`src/rtl/gmii_pkg.sv`:
```
// Shared constants, state encoding and width helper for the GMII transmit scheduler.
package gmii_pkg;

  localparam logic [7:0] PREAMBLE_BYTE = 8'h55;
  localparam logic [7:0] SFD_BYTE      = 8'hD5;

  typedef enum logic [2:0] {
    IDLE,
    PREAMBLE,
    SFD,
    DATA,
    DRAIN,
    IFG
  } tx_state_t;

  // Width of a source index; a single source still needs one bit.
  function automatic int idx_width(input int n);
    return (n > 1) ? $clog2(n) : 1;
  endfunction

endpackage

```
`src/rtl/rr_arbiter.sv`:
```
// Round-robin arbiter: grants the first requester at or after the pointer
// and moves the pointer just past the winner when the grant is taken.
module rr_arbiter
  import gmii_pkg::*;
#(
  parameter int NUM_SRC = 2
) (
  input  logic                          clk,
  input  logic                          rst,
  input  logic [NUM_SRC-1:0]            req,
  input  logic                          en,
  output logic [NUM_SRC-1:0]            grant,
  output logic [idx_width(NUM_SRC)-1:0] grant_idx
);

  localparam int IW = idx_width(NUM_SRC);

  logic [IW-1:0] ptr;
  logic [IW-1:0] cand;
  logic          found;

  // Rotating-priority search starting at the pointer.
  // NOTE: every variable written in always_comb gets a default first, so no path can infer a latch.
  always_comb begin
    grant     = '0;
    grant_idx = '0;
    found     = 1'b0;
    cand      = '0;
    for (int i = 0; i < NUM_SRC; i++) begin
      cand = IW'((int'(ptr) + i) % NUM_SRC);
      if (!found && req[cand]) begin
        found       = 1'b1;
        grant[cand] = 1'b1;
        grant_idx   = cand;
      end
    end
  end

  // Advance the pointer past the winner whenever a grant is taken.
  // NOTE: sequential state uses non-blocking assignments so every flop samples pre-edge values.
  always_ff @(posedge clk or posedge rst) begin
    if (rst) begin
      ptr <= '0;
    end else if (en && found) begin
      ptr <= (grant_idx == IW'(NUM_SRC - 1)) ? '0 : grant_idx + IW'(1);
    end
  end

endmodule

```
`src/rtl/gmii_tx_scheduler.sv`:
```
// Round-robin frame scheduler onto a GMII transmit interface: preamble/SFD
// insertion, cut-through payload, underrun signalling with drain, and IFG.
module gmii_tx_scheduler
  import gmii_pkg::*;
#(
  parameter int NUM_SRC      = 2,
  parameter int PREAMBLE_LEN = 7,
  parameter int IFG_CYCLES   = 12
) (
  input  logic                          clk,
  input  logic                          rst,
  input  logic [8*NUM_SRC-1:0]          s_data,
  input  logic [NUM_SRC-1:0]            s_valid,
  input  logic [NUM_SRC-1:0]            s_last,
  output logic [NUM_SRC-1:0]            s_ready,
  output logic [7:0]                    gmii_txd,
  output logic                          gmii_tx_en,
  output logic                          gmii_tx_er,
  output logic                          busy,
  output logic [idx_width(NUM_SRC)-1:0] grant_idx
);

  localparam int IW      = idx_width(NUM_SRC);
  localparam int CNT_MAX = (PREAMBLE_LEN > IFG_CYCLES) ? PREAMBLE_LEN : IFG_CYCLES;
  localparam int CNT_W   = $clog2(CNT_MAX + 1);

  tx_state_t          state, state_nxt;
  logic [CNT_W-1:0]   cnt, cnt_nxt;
  logic [IW-1:0]      grant_nxt;
  logic [7:0]         txd_nxt;
  logic               en_nxt;
  logic               er_nxt;

  logic               arb_en;
  logic [NUM_SRC-1:0] arb_grant;
  logic [IW-1:0]      arb_idx;

  logic               sel_valid;
  logic               sel_last;
  logic [7:0]         sel_data;

  rr_arbiter #(
    .NUM_SRC (NUM_SRC)
  ) u_arb (
    .clk       (clk),
    .rst       (rst),
    .req       (s_valid),
    .en        (arb_en),
    .grant     (arb_grant),
    .grant_idx (arb_idx)
  );

  assign busy = (state != IDLE);

  // Route the granted source's byte stream to the line datapath.
  always_comb begin
    sel_valid = 1'b0;
    sel_last  = 1'b0;
    sel_data  = '0;
    for (int i = 0; i < NUM_SRC; i++) begin
      if (grant_idx == IW'(i)) begin
        sel_valid = s_valid[i];
        sel_last  = s_last[i];
        sel_data  = s_data[8*i +: 8];
      end
    end
  end

  // Accept strobe: follows valid while forwarding, forced high while draining.
  always_comb begin
    s_ready = '0;
    for (int i = 0; i < NUM_SRC; i++) begin
      if (grant_idx == IW'(i)) begin
        if (state == SFD || state == DATA) begin
          s_ready[i] = s_valid[i];
        end else if (state == DRAIN) begin
          s_ready[i] = 1'b1;
        end
      end
    end
  end

  // Next state and next line byte; the line registers lag the state by one cycle.
  always_comb begin
    state_nxt = state;
    cnt_nxt   = cnt;
    grant_nxt = grant_idx;
    txd_nxt   = '0;
    en_nxt    = 1'b0;
    er_nxt    = 1'b0;
    arb_en    = 1'b0;
    case (state)
      IDLE: begin
        arb_en = 1'b1;
        if (|arb_grant) begin
          grant_nxt = arb_idx;
          state_nxt = PREAMBLE;
          cnt_nxt   = CNT_W'(1);
          txd_nxt   = PREAMBLE_BYTE;
          en_nxt    = 1'b1;
        end
      end
      PREAMBLE: begin
        en_nxt = 1'b1;
        if (cnt >= CNT_W'(PREAMBLE_LEN)) begin
          txd_nxt   = SFD_BYTE;
          state_nxt = SFD;
          cnt_nxt   = '0;
        end else begin
          txd_nxt = PREAMBLE_BYTE;
          cnt_nxt = cnt + CNT_W'(1);
        end
      end
      SFD, DATA: begin
        en_nxt = 1'b1;
        if (sel_valid) begin
          txd_nxt = sel_data;
          if (sel_last) begin
            // The IFG state's first cycle still shows this byte, so count from 0.
            state_nxt = IFG;
            cnt_nxt   = '0;
          end else begin
            state_nxt = DATA;
          end
        end else begin
          er_nxt    = 1'b1;
          state_nxt = DRAIN;
        end
      end
      DRAIN: begin
        if (sel_valid && sel_last) begin
          // Line is already idle here, so the first IFG cycle is a low cycle.
          state_nxt = IFG;
          cnt_nxt   = CNT_W'(1);
        end
      end
      IFG: begin
        if (cnt >= CNT_W'(IFG_CYCLES)) begin
          state_nxt = IDLE;
        end else begin
          cnt_nxt = cnt + CNT_W'(1);
        end
      end
      default: state_nxt = IDLE;
    endcase
  end

  // State, counter, grant and registered line outputs.
  always_ff @(posedge clk or posedge rst) begin
    if (rst) begin
      state      <= IDLE;
      cnt        <= '0;
      grant_idx  <= '0;
      gmii_txd   <= '0;
      gmii_tx_en <= 1'b0;
      gmii_tx_er <= 1'b0;
    end else begin
      state      <= state_nxt;
      cnt        <= cnt_nxt;
      grant_idx  <= grant_nxt;
      gmii_txd   <= txd_nxt;
      gmii_tx_en <= en_nxt;
      gmii_tx_er <= er_nxt;
    end
  end

endmodule

```
`config.mk`:
```
export PLATFORM = sky130hd
export DESIGN_NAME = gmii_tx_scheduler
export DESIGN_NICKNAME = d
export VERILOG_FILES = /design/src/rtl/gmii_pkg.sv /design/src/rtl/rr_arbiter.sv /design/src/rtl/gmii_tx_scheduler.sv
export SDC_FILE = /design/constraint.sdc
export NUM_CORES = 1
export LEC_CHECK = 0
export CORE_ASPECT_RATIO = 0.8
export CORE_MARGIN = 2
export CORE_UTILIZATION = 44
export DETAILED_ROUTE_END_ITERATION = 10
export PLACE_DENSITY_LB_ADDON = 0.05
export SLEW_MARGIN = 20
export SYNTH_ARGS = -nofsm -noshare
export SYNTH_HDL_FRONTEND = slang
export SYNTH_SLANG_ARGS = --single-unit
export TNS_END_PERCENT = 100
```
`constraint.sdc`:
```
create_clock -name clk -period 2 [get_ports clk]
set_clock_uncertainty 0.05 [all_clocks]
set_input_delay 0.4 -clock clk [delete_from_list [all_inputs] [get_ports clk]]
set_output_delay 0.4 -clock clk [all_outputs]
set_load 0.02 [all_outputs]
```
==> flow_summary.ini <==
[run_status]
status = finished clean

[timing]
fin_crit_sh_pct = 96.82
finalSetupViolations = 0
fmax_mhz = 516.4
min_period_ns = 1.936
rsz0062_at_grt = no
worstMarginPinSlew_ns = 0.3830
hold_ws_ns = 0.3619
max_slew_margin_pct = 74.47
maxSlewViolCount = 0
finalHoldViolCount = 0

[routing]
drt-initial-drc-count = 34
via_per_inst = 5.578
num_vias = 1004
ant_nets = 0
totalWireLength_um = 2815
wl_per_cell_um = 15.64
drt_pass1_iterations = 4
drc = 0

[logic_synthesis]
synth_most_common_cell = dfrtp_1
synth_nets = 126
syn_inst = 103
ys_top_cells_by_count = dfrtp_1 (19), nand2_1 (10), mux2i_1 (9)
synth_area_mm2 = 0.001038
synth.area.top_cells = dfrtp_1 (46%), mux2i_1 (8.7%), nand2_1 (3.6%)
yosysUniqueCellTypes = 37
synthArstFlopShare_pct = 100.0
syn_avg_cell_area_um2 = 10.08
ys_warn_count = 0
synth_seq_cells = 19
seq_area_frac_synth_pct = 45.78
yosys.area.top_type = dfrtp_1
synth_top_area_share_pct = 45.78
synth-main-ff-cell = dfrtp_1
synth_edf_count = 0

[clock_tree]
cts-root-buf = clkbuf_4
cts_sinks = 19
cts_setup_buffers = 0
cts_tree = done
h-tree-depth = 1
cts_buffer_depth = 2
ctsHoldBuffers = 0
cts_made_buffers = 3
insertion_delay_ns = 0.30
path_clk_slew_ns = 0.11

[global_route]
antenna_found_initial = 0
grt_overflow_total = 0
grt_usage_pct = 22.93
grt_pass1_vias = 991
grt_pass1_wl_um = 4581
grt_max_degree = 20

[die]
die_w_um = 58.32
start_util_pct = 47.29
io_pins = 36
core_mm2 = 0.002196
dieArea_mm2 = 0.002767
die_h_um = 47.46
row_count = 15

[finish]
drive_above_1_share_pct = 20.65
diodes = 0
fin_util_pct = 70.20
nNetsFinal = 179
syn_to_final_growth_pct = 48.43

[setup_path]
crit_required_ns = 1.55
crit_path_start = grant_idx
cp.arrival_ns = 1.49
slowest_delay_ns = 0.60
regToRegSetupSlack_ns = 0.34
rr_endpoint = cnt[1]
start_kind = flop
path_cells = buf_4 > clkdlybuf4s50_1
end_kind = primary output
cp_max_fo = 7
ff2ff_path_depth = 5
crit_type = flop to primary output
regToRegStartpoint = state[0]
worstPathBufferInverterCount = 2
critPathTopFamily = buffers and inverters
cpMaxStageDelayCell = clkdlybuf4s50_1

[job]
max-cap-violations = 0

[power]
ir_worst_vdd_v = 0.001022
p_leak_nw = 0.7278
p_per_area_mw_per_mm2 = 1496

[placed_design]
gp_congestion = 0.8091
dp_hpwl_um = 2197
numPortBuffers = 35

[min_path]
min_path_type = input pin to asynchronous set/reset pin
==> where the power goes <==
group / switching [mW] / internal, mW / total [mW]
Combinational: 0.735 / 0.716 / 1.45
Clock: 0.119 / 0.0745 / 0.193
Sequential: 0.120 / 0.543 / 0.663
==> placed cells by master, fill, tap and decap left out, types with 2 or more instances in the layout <==
cell,netlist,final
buf_4,0,17
and3_1,2,2
o211ai_1,4,4
dfrtp_1,19,19
inv_1,5,5
clkbuf_2,0,2
nand2_1,10,10
a21oi_1,6,6
clkdlybuf4s50_1,0,32
a21o_1,2,2
mux2i_1,9,9
a31oi_1,3,3
nand3_1,2,2
nor2_1,8,8
o21ai_0,5,5
clkbuf_4,0,3
==> routing by layer <==
metal	vias up	share of wire, %	track usage, %
li1	485	-	-
met1	483	43	28.69
met2	32	50	40.00
met3	4	6.5	6.486
met4	0	1.0	6.047
met5	-	0	0
==> metrics by stage <==
step	std cells	total power, mW	TNS (ns)	cell area (um2)	setup WS [ns]
6_report	180	2.307	0	1541	0.06367
2_1_floorplan	103	1.428	0	1039	0.1795
4_1_cts	180	2.319	0	1549	0.006905
5_1_grt	180	2.463	0	1541	0.003728
3_3_place_gp	176	2.073	-0.3608	1521	-0.1989
3_5_place_dp	176	2.130	-0.3546	1521	-0.1842
==> tightest hold or removal path, cell delays in order <==
cell	delay, ns
clkdlybuf4s50_1	0.40
inv_1	0.05
buf_4	0.25
==> layout make-up <==
cell class | count | area (um2)
Clock buffer | 3 | 22.52
Multi-Input combinational cell | 74 | 516.7
Clock inverter | 1 | 5.005
Timing Repair Buffer | 52 | 467.9
Tap cell | 25 | 31.28
Fill cell | 173 | 654.4
Inverter | 6 | 22.52
Sequential cell | 19 | 475.5
==> sequential cells by signal (all words and copies together) (netlist names) <==
signal,flops
gmii_tx_en,1
grant_idx,1
state,3
cnt,4
gmii_tx_er,1
u_arb.ptr,1
gmii_txd,8
==> how the worst max path moves through the flow <==
stage / depth (start not counted) / end
floorplan: 2 / s_ready[1]
global placement: 4 / s_ready[1]
detailed placement: 4 / s_ready[1]
CTS: 4 / s_ready[1]
global route: 4 / busy
finish: 2 / grant_idx
==> cells by family after synthesis <==
logic type / count (synthesis) / share of synthesized area, %
compound gates: 32 / 21.93
simple gates: 31 / 16.27
flops: 19 / 45.78
buf+inv: 10 / 4.698
mux: 10 / 10.12
fa+ha+maj: 1 / 1.205
==> timing repair <==
item / in CTS / in global routing
resized for setup: 5 / 5
setup endpoints to repair: 3 / 3
pin swaps: 0 / 0
Note: power is estimated with default switching activity, not from simulation.
